$ cat src/rtl/alu_pkg.sv
// Shared constants and types for the ALU issue block.
package alu_pkg;

    localparam logic [6:0] OPC_OP     = 7'b0110011;
    localparam logic [6:0] OPC_OP_IMM = 7'b0010011;

    localparam logic [6:0] F7_BASE = 7'b0000000;
    localparam logic [6:0] F7_ALT  = 7'b0100000;

    localparam logic [3:0] ALU_ADD  = 4'b0000;
    localparam logic [3:0] ALU_SLL  = 4'b0001;
    localparam logic [3:0] ALU_SLT  = 4'b0010;
    localparam logic [3:0] ALU_SLTU = 4'b0011;
    localparam logic [3:0] ALU_XOR  = 4'b0100;
    localparam logic [3:0] ALU_SRL  = 4'b0101;
    localparam logic [3:0] ALU_OR   = 4'b0110;
    localparam logic [3:0] ALU_AND  = 4'b0111;
    localparam logic [3:0] ALU_SUB  = 4'b1000;
    localparam logic [3:0] ALU_SRA  = 4'b1101;

    typedef enum logic [1:0] {
        ST_IDLE    = 2'd0,
        ST_EXEC    = 2'd1,
        ST_CAPTURE = 2'd2,
        ST_DONE    = 2'd3
    } state_t;

endpackage

$ cat src/rtl/alu_issue_if.sv
// Bundle of the issue-side, ALU-side and writeback-side signals of alu_issue.
// master: the issue block itself; slave: its environment (decoder stage,
// ALU and writeback stage).
interface alu_issue_if #(
    parameter int DATA_WIDTH     = 32,
    parameter int OP_WIDTH       = 4,
    parameter int REG_ADDR_WIDTH = 5
);
    logic                      in_valid;
    logic                      in_ready;
    logic [31:0]               instr;
    logic [DATA_WIDTH-1:0]     rs1_data;
    logic [DATA_WIDTH-1:0]     rs2_data;
    logic [OP_WIDTH-1:0]       alu_op;
    logic [DATA_WIDTH-1:0]     alu_a;
    logic [DATA_WIDTH-1:0]     alu_b;
    logic [DATA_WIDTH-1:0]     alu_out;
    logic                      alu_fault;
    logic                      out_valid;
    logic                      out_ready;
    logic [DATA_WIDTH-1:0]     result;
    logic [REG_ADDR_WIDTH-1:0] rd;
    logic                      fault;

    modport master (
        input  in_valid, instr, rs1_data, rs2_data, alu_out, alu_fault, out_ready,
        output in_ready, alu_op, alu_a, alu_b, out_valid, result, rd, fault
    );

    modport slave (
        output in_valid, instr, rs1_data, rs2_data, alu_out, alu_fault, out_ready,
        input  in_ready, alu_op, alu_a, alu_b, out_valid, result, rd, fault
    );
endinterface

$ cat src/rtl/alu_decode.sv
// Combinational decode of RV32I/E OP and OP-IMM instructions into ALU op,
// operand-B select and sign-extended immediate.
// Optional macro RV32E_EN: also reject references to x16..x31.
module alu_decode
    import alu_pkg::*;
#(
    parameter int DATA_WIDTH = 32,
    parameter int OP_WIDTH   = 4
) (
    input  logic [31:0]           instr,
    output logic                  legal,
    output logic [OP_WIDTH-1:0]   op,
    output logic                  use_imm,
    output logic [DATA_WIDTH-1:0] imm
);
    logic [6:0] opcode;
    logic [2:0] funct3;
    logic [6:0] funct7;
    logic       base_legal;
    logic       is_op;
    logic       unused_fields;

    assign opcode = instr[6:0];
    assign funct3 = instr[14:12];
    assign funct7 = instr[31:25];
    assign imm    = {{(DATA_WIDTH-12){instr[31]}}, instr[31:20]};
    assign unused_fields = ^instr[19:7];

    // Opcode/funct legality and ALU op selection
    always_comb begin
        base_legal = 1'b0;
        is_op      = 1'b0;
        use_imm    = 1'b0;
        op         = '0;
        if (opcode == OPC_OP) begin
            is_op      = 1'b1;
            base_legal = (funct7 == F7_BASE) ||
                         ((funct7 == F7_ALT) && ((funct3 == 3'b000) || (funct3 == 3'b101)));
            op         = OP_WIDTH'({funct7[5], funct3});
        end else if (opcode == OPC_OP_IMM) begin
            use_imm = 1'b1;
            if (funct3 == 3'b001) begin
                base_legal = (funct7 == F7_BASE);
                op         = OP_WIDTH'({1'b0, funct3});
            end else if (funct3 == 3'b101) begin
                base_legal = (funct7 == F7_BASE) || (funct7 == F7_ALT);
                op         = OP_WIDTH'({instr[30], funct3});
            end else begin
                base_legal = 1'b1;
                op         = OP_WIDTH'({1'b0, funct3});
            end
        end
    end

`ifdef RV32E_EN
    // Only x0..x15 exist; rs2 is a register field for OP only
    assign legal = base_legal && !instr[11] && !instr[19] && !(is_op && instr[24]);
`else
    logic unused_is_op;
    assign unused_is_op = is_op;
    assign legal        = base_legal;
`endif

endmodule

$ cat src/rtl/alu_issue.sv
// Issues one decoded math instruction to a registered one-cycle ALU and hands
// the result to writeback over a valid/ready handshake.
// Optional macro RV32E_EN (in alu_decode): restrict to x0..x15.
//
// state   | meaning
// --------+--------------------------------------------------------------
// IDLE    | in_ready=1, waiting for an instruction
// EXEC    | alu_op/alu_a/alu_b driven, ALU samples them at end of cycle
// CAPTURE | alu_out/alu_fault valid, latched into result/fault
// DONE    | out_valid=1, result/rd/fault held until out_ready
module alu_issue
    import alu_pkg::*;
#(
    parameter int DATA_WIDTH     = 32,
    parameter int OP_WIDTH       = 4,
    parameter int REG_ADDR_WIDTH = 5
) (
    input  logic      clk,
    input  logic      reset,
    alu_issue_if.master bus
);
    state_t                    state;
    state_t                    state_nxt;
    logic                      accept;
    logic                      dec_legal;
    logic                      dec_use_imm;
    logic [OP_WIDTH-1:0]       dec_op;
    logic [DATA_WIDTH-1:0]     dec_imm;
    logic [OP_WIDTH-1:0]       alu_op_q;
    logic [DATA_WIDTH-1:0]     alu_a_q;
    logic [DATA_WIDTH-1:0]     alu_b_q;
    logic [DATA_WIDTH-1:0]     result_q;
    logic [REG_ADDR_WIDTH-1:0] rd_q;
    logic                      fault_q;

    alu_decode #(
        .DATA_WIDTH (DATA_WIDTH),
        .OP_WIDTH   (OP_WIDTH)
    ) u_decode (
        .instr   (bus.instr),
        .legal   (dec_legal),
        .op      (dec_op),
        .use_imm (dec_use_imm),
        .imm     (dec_imm)
    );

    assign accept = bus.in_valid && (state == ST_IDLE);

    // State register
    always_ff @(posedge clk) begin
        if (reset) state <= ST_IDLE;
        else       state <= state_nxt;
    end

    // Next-state logic; an illegal instruction skips the ALU entirely
    always_comb begin
        state_nxt = state;
        case (state)
            ST_IDLE:    if (accept) state_nxt = dec_legal ? ST_EXEC : ST_DONE;
            ST_EXEC:    state_nxt = ST_CAPTURE;
            ST_CAPTURE: state_nxt = ST_DONE;
            ST_DONE:    if (bus.out_ready) state_nxt = ST_IDLE;
            default:    state_nxt = ST_IDLE;
        endcase
    end

    // ALU operand registers and writeback result registers
    always_ff @(posedge clk) begin
        if (reset) begin
            alu_op_q <= '0;
            alu_a_q  <= '0;
            alu_b_q  <= '0;
            result_q <= '0;
            rd_q     <= '0;
            fault_q  <= 1'b0;
        end else begin
            if (accept) begin
                rd_q <= bus.instr[7 +: REG_ADDR_WIDTH];
                if (dec_legal) begin
                    alu_op_q <= dec_op;
                    alu_a_q  <= bus.rs1_data;
                    alu_b_q  <= dec_use_imm ? dec_imm : bus.rs2_data;
                end else begin
                    result_q <= '0;
                    fault_q  <= 1'b1;
                end
            end
            if (state == ST_CAPTURE) begin
                result_q <= bus.alu_fault ? '0 : bus.alu_out;
                fault_q  <= bus.alu_fault;
            end
        end
    end

    assign bus.in_ready  = (state == ST_IDLE);
    assign bus.out_valid = (state == ST_DONE);
    assign bus.alu_op    = alu_op_q;
    assign bus.alu_a     = alu_a_q;
    assign bus.alu_b     = alu_b_q;
    assign bus.result    = result_q;
    assign bus.rd        = rd_q;
    assign bus.fault     = fault_q;

endmodule

$ cat src/flat_wrapper.sv
// flat-port wrapper written by rule: the top's interface ports become plain ports
module alu_issue_flat import alu_pkg::*;
#(
    parameter int DATA_WIDTH     = 32,
    parameter int OP_WIDTH       = 4,
    parameter int REG_ADDR_WIDTH = 5
)
  (clk, reset, bus_in_valid, bus_instr, bus_rs1_data, bus_rs2_data, bus_alu_out, bus_alu_fault, bus_out_ready, bus_in_ready, bus_alu_op, bus_alu_a, bus_alu_b, bus_out_valid, bus_result, bus_rd, bus_fault);
  alu_issue_if #(.DATA_WIDTH(DATA_WIDTH), .OP_WIDTH(OP_WIDTH), .REG_ADDR_WIDTH(REG_ADDR_WIDTH)) bus_i ();
  input  logic clk;
  input  logic reset;
  input wire logic [$bits(bus_i.in_valid)-1:0] bus_in_valid;
  input wire logic [$bits(bus_i.instr)-1:0] bus_instr;
  input wire logic [$bits(bus_i.rs1_data)-1:0] bus_rs1_data;
  input wire logic [$bits(bus_i.rs2_data)-1:0] bus_rs2_data;
  input wire logic [$bits(bus_i.alu_out)-1:0] bus_alu_out;
  input wire logic [$bits(bus_i.alu_fault)-1:0] bus_alu_fault;
  input wire logic [$bits(bus_i.out_ready)-1:0] bus_out_ready;
  output wire logic [$bits(bus_i.in_ready)-1:0] bus_in_ready;
  output wire logic [$bits(bus_i.alu_op)-1:0] bus_alu_op;
  output wire logic [$bits(bus_i.alu_a)-1:0] bus_alu_a;
  output wire logic [$bits(bus_i.alu_b)-1:0] bus_alu_b;
  output wire logic [$bits(bus_i.out_valid)-1:0] bus_out_valid;
  output wire logic [$bits(bus_i.result)-1:0] bus_result;
  output wire logic [$bits(bus_i.rd)-1:0] bus_rd;
  output wire logic [$bits(bus_i.fault)-1:0] bus_fault;
  assign bus_i.in_valid = bus_in_valid;
  assign bus_i.instr = bus_instr;
  assign bus_i.rs1_data = bus_rs1_data;
  assign bus_i.rs2_data = bus_rs2_data;
  assign bus_i.alu_out = bus_alu_out;
  assign bus_i.alu_fault = bus_alu_fault;
  assign bus_i.out_ready = bus_out_ready;
  assign bus_in_ready = bus_i.in_ready;
  assign bus_alu_op = bus_i.alu_op;
  assign bus_alu_a = bus_i.alu_a;
  assign bus_alu_b = bus_i.alu_b;
  assign bus_out_valid = bus_i.out_valid;
  assign bus_result = bus_i.result;
  assign bus_rd = bus_i.rd;
  assign bus_fault = bus_i.fault;
  alu_issue #(.DATA_WIDTH(DATA_WIDTH), .OP_WIDTH(OP_WIDTH), .REG_ADDR_WIDTH(REG_ADDR_WIDTH)) u_core (.clk(clk), .reset(reset), .bus(bus_i));
endmodule
$ cat config.mk
export PLATFORM = sky130hd
export DESIGN_NAME = alu_issue_flat
export DESIGN_NICKNAME = d
export VERILOG_FILES = /design/src/rtl/alu_pkg.sv /design/src/rtl/alu_issue_if.sv /design/src/rtl/alu_decode.sv /design/src/rtl/alu_issue.sv /design/src/flat_wrapper.sv
export SDC_FILE = /design/constraint.sdc
export NUM_CORES = 1
export LEC_CHECK = 0
export CORE_MARGIN = 3
export CORE_UTILIZATION = 41
export DETAILED_ROUTE_END_ITERATION = 8
export GPL_TIMING_DRIVEN = 0
export MAX_ROUTING_LAYER = met4
export PLACE_DENSITY = 0.9
export SYNTH_ARGS = -nofsm -noshare
export SYNTH_HDL_FRONTEND = slang
export SYNTH_HIERARCHICAL = 1
export SYNTH_SLANG_ARGS = --single-unit
export TNS_END_PERCENT = 100
$ cat constraint.sdc
create_clock -name clk -period 2.8 [get_ports clk]
set_input_delay 0.56 -clock clk [delete_from_list [all_inputs] [get_ports clk]]
set_output_delay 0.56 -clock clk [all_outputs]
set_load 0.005 [all_outputs]
==> metrics.csv, run 1 <==
metric,value,unit
first-pass GRT wire length,23.2,mm
worst rel slew slack,47.0,%
Crit Path Class,in2reg,
hold path start,u_core/bus.alu_a[0]$_SDFFE_PP0P_,
Syn Inst Count,572,
Final Skew,0.00394,ns
CTS tree,yes,
"CP delay by family, top",simple AND/OR/NAND/NOR gates,
CTS Buffer Depth,2,
hold depth,2,
Area after DPL,7410,sq um
# IOs,241,
Total Die Area,13400,sq um
row cnt,39,
clk sinks,108,
CP Launch Type,input port,
Mapped Area,4940,sq um
mux share of post-synthesis cell area,6.69,%
largest area contributor in the netlist,dfxtp_1,
Critical Path End Type,flop,
most frequent cells in the layout,"clkdlybuf4s50_1 (228), nand2_1 (115), dfxtp_1 (108), o21ai_0 (53), a21oi_1 (46)",
WP data arrival,2.91,ns
"most used cell, CP",buf_4,
"Slowest-stage cell, CP",or4_4,
CTS buffer count,9,
share of layout cells above drive strength 1,15.2,%
design area,7730,sq um
Routed WL per cell,15.6,um
Min-Delay Path Class,reg2reg,
hold worst-path end,u_core/bus.alu_a[0]$_SDFFE_PP0P_,
largest cells by area after synthesis,"dfxtp_1 (44%), nand2_1 (8.7%), a211oi_2 (8.1%)",
Post-Synth Simple-Gate Area,18.1,%
main combinational cell family by area after synthesis,compound AO/OA/AOI/OAI gates,
Residual DRC,0,
outcome,"complete, no violations",
post-synthesis sequential area ratio,43.8,%
"CTS clk-pin slew, worst paths",0.07,ns
DIE HEIGHT,116,um
initial DRC count,250,
adder and majority cell fraction of the synthesized area,1.27,%
Fin Hold WS,0.457,ns
cells along the critical path,"clkdlybuf4s50_1, or4_4, o32ai_2, nand2_1, a21oi_4, and3_1, buf_4, buf_4, nor2_1, a211oi_2",
max-capacitance violation count,0,
clk_lat worst skew,0.34,ns
Tightest Pin Transition,0.795,ns
critical-path maximum fanout,10,
Detailed Route WL,15.0,mm
GPL Wtd Cong,0.828,
antenna-violating nets left,0,
Synthesized Nets,710,
ant diodes,0,
Post-Synth XOR/XNOR Area,0,%
synth-to-layout area growth,56.7,%
pwr dens,489,nW/um^2
RSZ-0062 raised after global routing,no,
Starting Density,42.5,%
total power,3790,uW
DP Cell Count,944,
Nets,951,
number of port buffers,229,
fin crit share,94.6,%
largest net degree at the start of global routing,23,
crit-path max cell delay,0.56,ns
CTS Hold Buffers Added,0,
H-Tree Depth,3,
Pre-antenna DRT Iters,4,
dpl hpwl,11.6,mm
Horiz. Die Dim,116,um
final max-slew violation count,0,
crit path buf inv count,3,
initial antenna violation count,0,
final hold violation count,0,
Worst R2R Start,u_core/state[1]$_SDFFE_PP0P_,
"flops & latches, synth",108,
vias per cell,4.95,
share of the synthesized area in the top cell type,43.8,%
VDD IR max,0.392,mV
Static Leak,0.00267,uW
Compound-Gate Fraction of Synth Area,20.7,%
syn_area_per_cell,8.63,sq um
FF-to-FF path depth,6,
GR Util All Layers,22.6,%
Yosys cell types,36,
core box area,11600,sq um
# setup viols final,0,
via count,4755,
vias in the first global route,4775,
fin crit period,2.65,ns
Ys Warns,6,
fin cells,961,
Critical Path RT,3.06,ns
"commonest non-fill, non-tap cell in the layout",clkdlybuf4s50_1,
worst reg2reg path endpoint,u_core/bus.result[25]$_SDFFE_PP0P_,
Fmax,378,MHz
CTS root buf,clkbuf_16,
grt ovf,0,
reg2reg setup slack,1.02,ns
==> synth_stat cells <==
master and instances:
a21oi_1 46, clkbuf_2 3, o32ai_2 1, nor3b_1 1, o21ai_1 10, ha_1 5
nand3_1 1, a211oi_1 1, and3b_1 1, nand2_1 115, o21ai_2 1, nor3b_2 1
nor2b_1 31, nand4b_1 2, nand2b_1 3, o21ai_0 53, buf_1 1, o21bai_1 1
nor2_1 33, or4_4 1, buf_4 37, clkbuf_1 11, a21oi_2 1, nor3_2 1
a311oi_1 2, dfxtp_1 108, and2_1 3, and2b_1 1, a211oi_2 32, mux2i_1 33
nor4_1 2, a22o_1 1, inv_1 5, nor2b_2 1, and3_1 1, buf_2 22
==> worst max-delay path by stage <==
stage	depth (start not counted)	end	from	slack [ns]
6_report	10	u_core/bus.alu_b[21]$_SDFFE_PP0P_	bus_instr[26]	0.15
5_1_grt	10	u_core/bus.alu_a[25]$_SDFFE_PP0P_	bus_instr[26]	0.003
4_1_cts	10	u_core/bus.alu_a[8]$_SDFFE_PP0P_	bus_instr[26]	0.03
3_5_place_dp	8	u_core/bus.alu_a[30]$_SDFFE_PP0P_	bus_instr[31]	-0.48
3_3_place_gp	8	u_core/bus.alu_a[4]$_SDFFE_PP0P_	bus_instr[31]	-0.46
2_1_floorplan	8	u_core/bus.alu_b[10]$_SDFFE_PP0P_	bus_instr[26]	0.53
==> state kept, by name, summed over array words and instances, names as in the netlist <==
register / count
u_core/bus.result: 32
u_core/bus.fault: 1
u_core/state: 2
u_core/bus.alu_op: 4
u_core/bus.alu_a: 32
u_core/bus.alu_b: 32
u_core/bus.rd: 5
==> worst min-delay path, cell delays in order (launching register included) <==
cell and delay, ns:
dfxtp_1 0.31, nand2_1 0.05, a21oi_1 0.05
==> logic make-up after synthesis <==
logic type      after synthesis
compound gates              149
fa+ha+maj                     5
buf+inv                      79
flops                       108
mux                          33
simple gates                198
==> layer usage <==
layer | share of wire [%] | track usage [%]
met3 | 7.9 | 6.42
met4 | 2.0 | 6.57
met1 | 42 | 25.7
met5 | 0 | -
met2 | 48 | 38.7
==> final cells by class <==
| cell class | instances | area [sq um] |
|---|---|---|
| fillers | 942 | 3880 |
| clock inverters | 6 | 47.5 |
| repair buffers | 230 | 2300 |
| multi-input cells | 385 | 2320 |
| clock buffers | 10 | 239 |
| plain buffers | 74 | 469 |
| well taps | 143 | 179 |
| inverters | 5 | 18.8 |
| flip-flops and latches | 108 | 2160 |
==> timing repair <==
item | 4_1_cts | 5_1_grt
gates resized for setup | 2 | 18
setup endpoints to repair | 32 | 94
buffers inserted | 0 | 1
==> power by group <==
group / total [uW] / leakage [uW] / internal (uW) / switching, uW
sequential: 1650 / 0.000872 / 1610 / 44.1
combinational: 905 / 0.00166 / 461 / 444
clock: 1230 / 0.000139 / 637 / 591
==> stage by stage <==
step	setup TNS (ns)	utilization, %	worst slack [ns]
2_1_floorplan	0	-	0.527
3_3_place_gp	-31.12	63.8	-0.458
3_5_place_dp	-31.16	63.8	-0.479
4_1_cts	0	66.3	0.0260
5_1_grt	0	66.6	0.00280
6_report	0	66.6	0.151
(Power assumes the default switching activity.)
==> run 2, diff against run 1 <==
--- a/config.mk
+++ b/config.mk
@@ -5,8 +5,11 @@
 export SDC_FILE = /design/constraint.sdc
 export NUM_CORES = 1
 export LEC_CHECK = 0
+export CELL_PAD_IN_SITES_DETAIL_PLACEMENT = 0
+export CELL_PAD_IN_SITES_GLOBAL_PLACEMENT = 1
 export CORE_MARGIN = 3
-export CORE_UTILIZATION = 41
+export CORE_UTILIZATION = 29
+export CTS_CLUSTER_SIZE = 10
 export DETAILED_ROUTE_END_ITERATION = 8
 export GPL_TIMING_DRIVEN = 0
 export MAX_ROUTING_LAYER = met4
==> run 2 against run 1 <==
Wire length grew 4.6%. Sequential share of layout area shrank 0.60 points. Non-clock buffer count is the same. Global-route usage shrank 5.8 points. Critical endpoint is now u_core/bus.alu_b[1]$_SDFFE_PP0P_. Largest cell class unchanged.
==> metrics.csv, run 2 (synthesis gave the netlist of run 1 again) <==
metric,value,unit
Critical Path RT,3.02,ns
CTS tree,yes,
ant diodes,0,
crit-path max cell delay,0.57,ns
WL met3,1.29,mm
DR top layer,met4,
clk sinks,108,
Storage cell area,2160,sq um
"Worst Setup Slack, final",0.116,ns
H-Tree Depth,3,
CTS root buf,clkbuf_16,
most frequent cells in the layout,"clkdlybuf4s50_1 (228), nand2_1 (115), dfxtp_1 (108), o21ai_0 (53), a21oi_1 (46)",
Area after DPL,7500,sq um
hold path start,u_core/bus.alu_op[3]$_SDFFE_PP0P_,
hold depth,2,
critical-path maximum fanout,10,
antenna-violating nets left,0,
"commonest non-fill, non-tap cell in the layout",clkdlybuf4s50_1,
routed metal-1 wirelength,6.96,mm
pre-CTS setup slack,-0.592,ns
initial antenna violation count,0,
Critical Path End Type,flop,
Nets,951,
FF-to-FF path depth,6,
Detailed Route WL,15.7,mm
Horiz. Die Dim,136,um
DIE HEIGHT,136,um
pwr dens,522,nW/um^2
max-capacitance violation count,0,
fin crit share,95.8,%
Fillers,1697,
design area,7900,sq um
Final Skew,0.00631,ns
GR Util All Layers,16.7,%
"CP delay by family, top",buffers and inverters,
Worst Setup SP,bus_instr[26],
vias per cell,4.48,
met2 WL,7.15,mm
largest net degree at the start of global routing,23,
Worst R2R Start,u_core/state[1]$_SDFFE_PP0P_,
RSZ-0062 raised after global routing,yes,
outcome,"complete, no violations",
crit path buf inv count,3,
grt ovf,0,
dpl hpwl,11.9,mm
via count,4642,
Min-Delay Path Class,reg2reg,
Tightest Pin Transition,0.887,ns
cells along the critical path,"clkdlybuf4s50_1, or4_4, o32ai_2, nand2_1, a21oi_4, and3_1, buf_4, buf_2, a211oi_2",
"Slowest-stage cell, CP",or4_4,
"CTS clk-pin slew, worst paths",0.07,ns
number of port buffers,229,
area of the multi-input gates,2320,sq um
# IOs,241,
synth-to-layout area growth,60.1,%
Crit Path Class,in2reg,
CP Launch Type,input port,
final max-slew violation count,0,
GPL Wtd Cong,0.799,
clk_lat worst skew,0.35,ns
worst reg2reg path endpoint,u_core/bus.result[17]$_SDFFE_PP0P_,
reg2reg setup slack,0.99,ns
VDD IR max,0.343,mV
Total Die Area,18600,sq um
share of layout cells above drive strength 1,14.9,%
Fmax,373,MHz
Static Leak,0.00270,uW
final hold violation count,0,
Pre-antenna DRT Iters,4,
worst rel slew slack,40.8,%
CTS Hold Buffers Added,0,
WP data arrival,2.91,ns
core box area,16600,sq um
# setup viols final,0,
row cnt,47,
CTS Buffer Depth,2,
fin crit period,2.68,ns
CTS buffer count,9,
first-pass GRT wire length,24.1,mm
vias in the first global route,4561,
hold worst-path end,u_core/bus.alu_op[3]$_SDFFE_PP0P_,
Starting Density,29.7,%
Finished Core Util,47.5,%
initial DRC count,131,
Routed WL per cell,15.1,um
Residual DRC,0,
[run 2: changes by cell type in the layout (fill, tap and decap cells not counted)]
cell,before,now
buf_2,16,21
buf_4,39,38
buf_6,0,1
bufinv_16,0,4
clkbuf_1,6,7
clkbuf_2,8,4
clkbuf_4,5,3
clkbuf_8,1,0
clkinv_2,1,0
clkinv_4,2,0
inv_6,2,1
[run 2: worst min-delay path, stage by stage (launching register included)]
cell and delay, ns:
dfxtp_1 0.31, nand2_1 0.05, a21oi_1 0.05
[run 2: repair_timing]
item,4_1_cts,5_1_grt
setup buffers,0,1
gates cloned,0,0
endpoints found under the setup margin,92,96
resized for setup,2,18
[run 2: cell type report]
cell class / instances / area share, %
multi-input combinational: 385 / 29.4
clock buffer: 9 / 2.85
timing repair buffer: 230 / 29.1
tap: 220 / 3.48
sequential: 108 / 27.4
clock inverter: 6 / 1.73
inverter: 5 / 0.237
buffer: 74 / 5.90
[run 2: how the worst max path moves through the flow]
stage | slack, ns | end | depth (start not counted)
after floorplan | 0.53 | u_core/bus.alu_b[10]$_SDFFE_PP0P_ | 8
after global placement | -0.61 | u_core/bus.alu_op[1]$_SDFFE_PP0P_ | 8
after detailed placement | -0.59 | u_core/bus.alu_a[14]$_SDFFE_PP0P_ | 8
after CTS | 0.02 | u_core/bus.alu_a[9]$_SDFFE_PP0P_ | 10
after global routing | -0.009 | u_core/bus.result[11]$_SDFFE_PP0P_ | 10
final | 0.12 | u_core/bus.alu_b[1]$_SDFFE_PP0P_ | 9
[run 2: through the flow]
stage	cells	hold slack, ns	TNS [ns]	power, uW
2_1_floorplan	572	0.450	0	2130
3_3_place_gp	1021	0.442	-43.29	2610
3_5_place_dp	1021	0.446	-42.77	2610
4_1_cts	1036	0.456	0	4190
5_1_grt	1037	0.470	-0.0157	4330
6_report	1037	0.451	0	4120
[run 2: metal layers]
metal	up-vias	GRT usage, %
met5	-	-
met4	0	5.82
met3	18	4.92
met2	162	26.2
met1	2093	20.6
li1	2369	-
[run 2: where the power goes]
part	switching (uW)	internal, uW	leakage [uW]
clock network	588	964	0.000172
registers	44.7	1610	0.000872
logic	458	461	0.00166
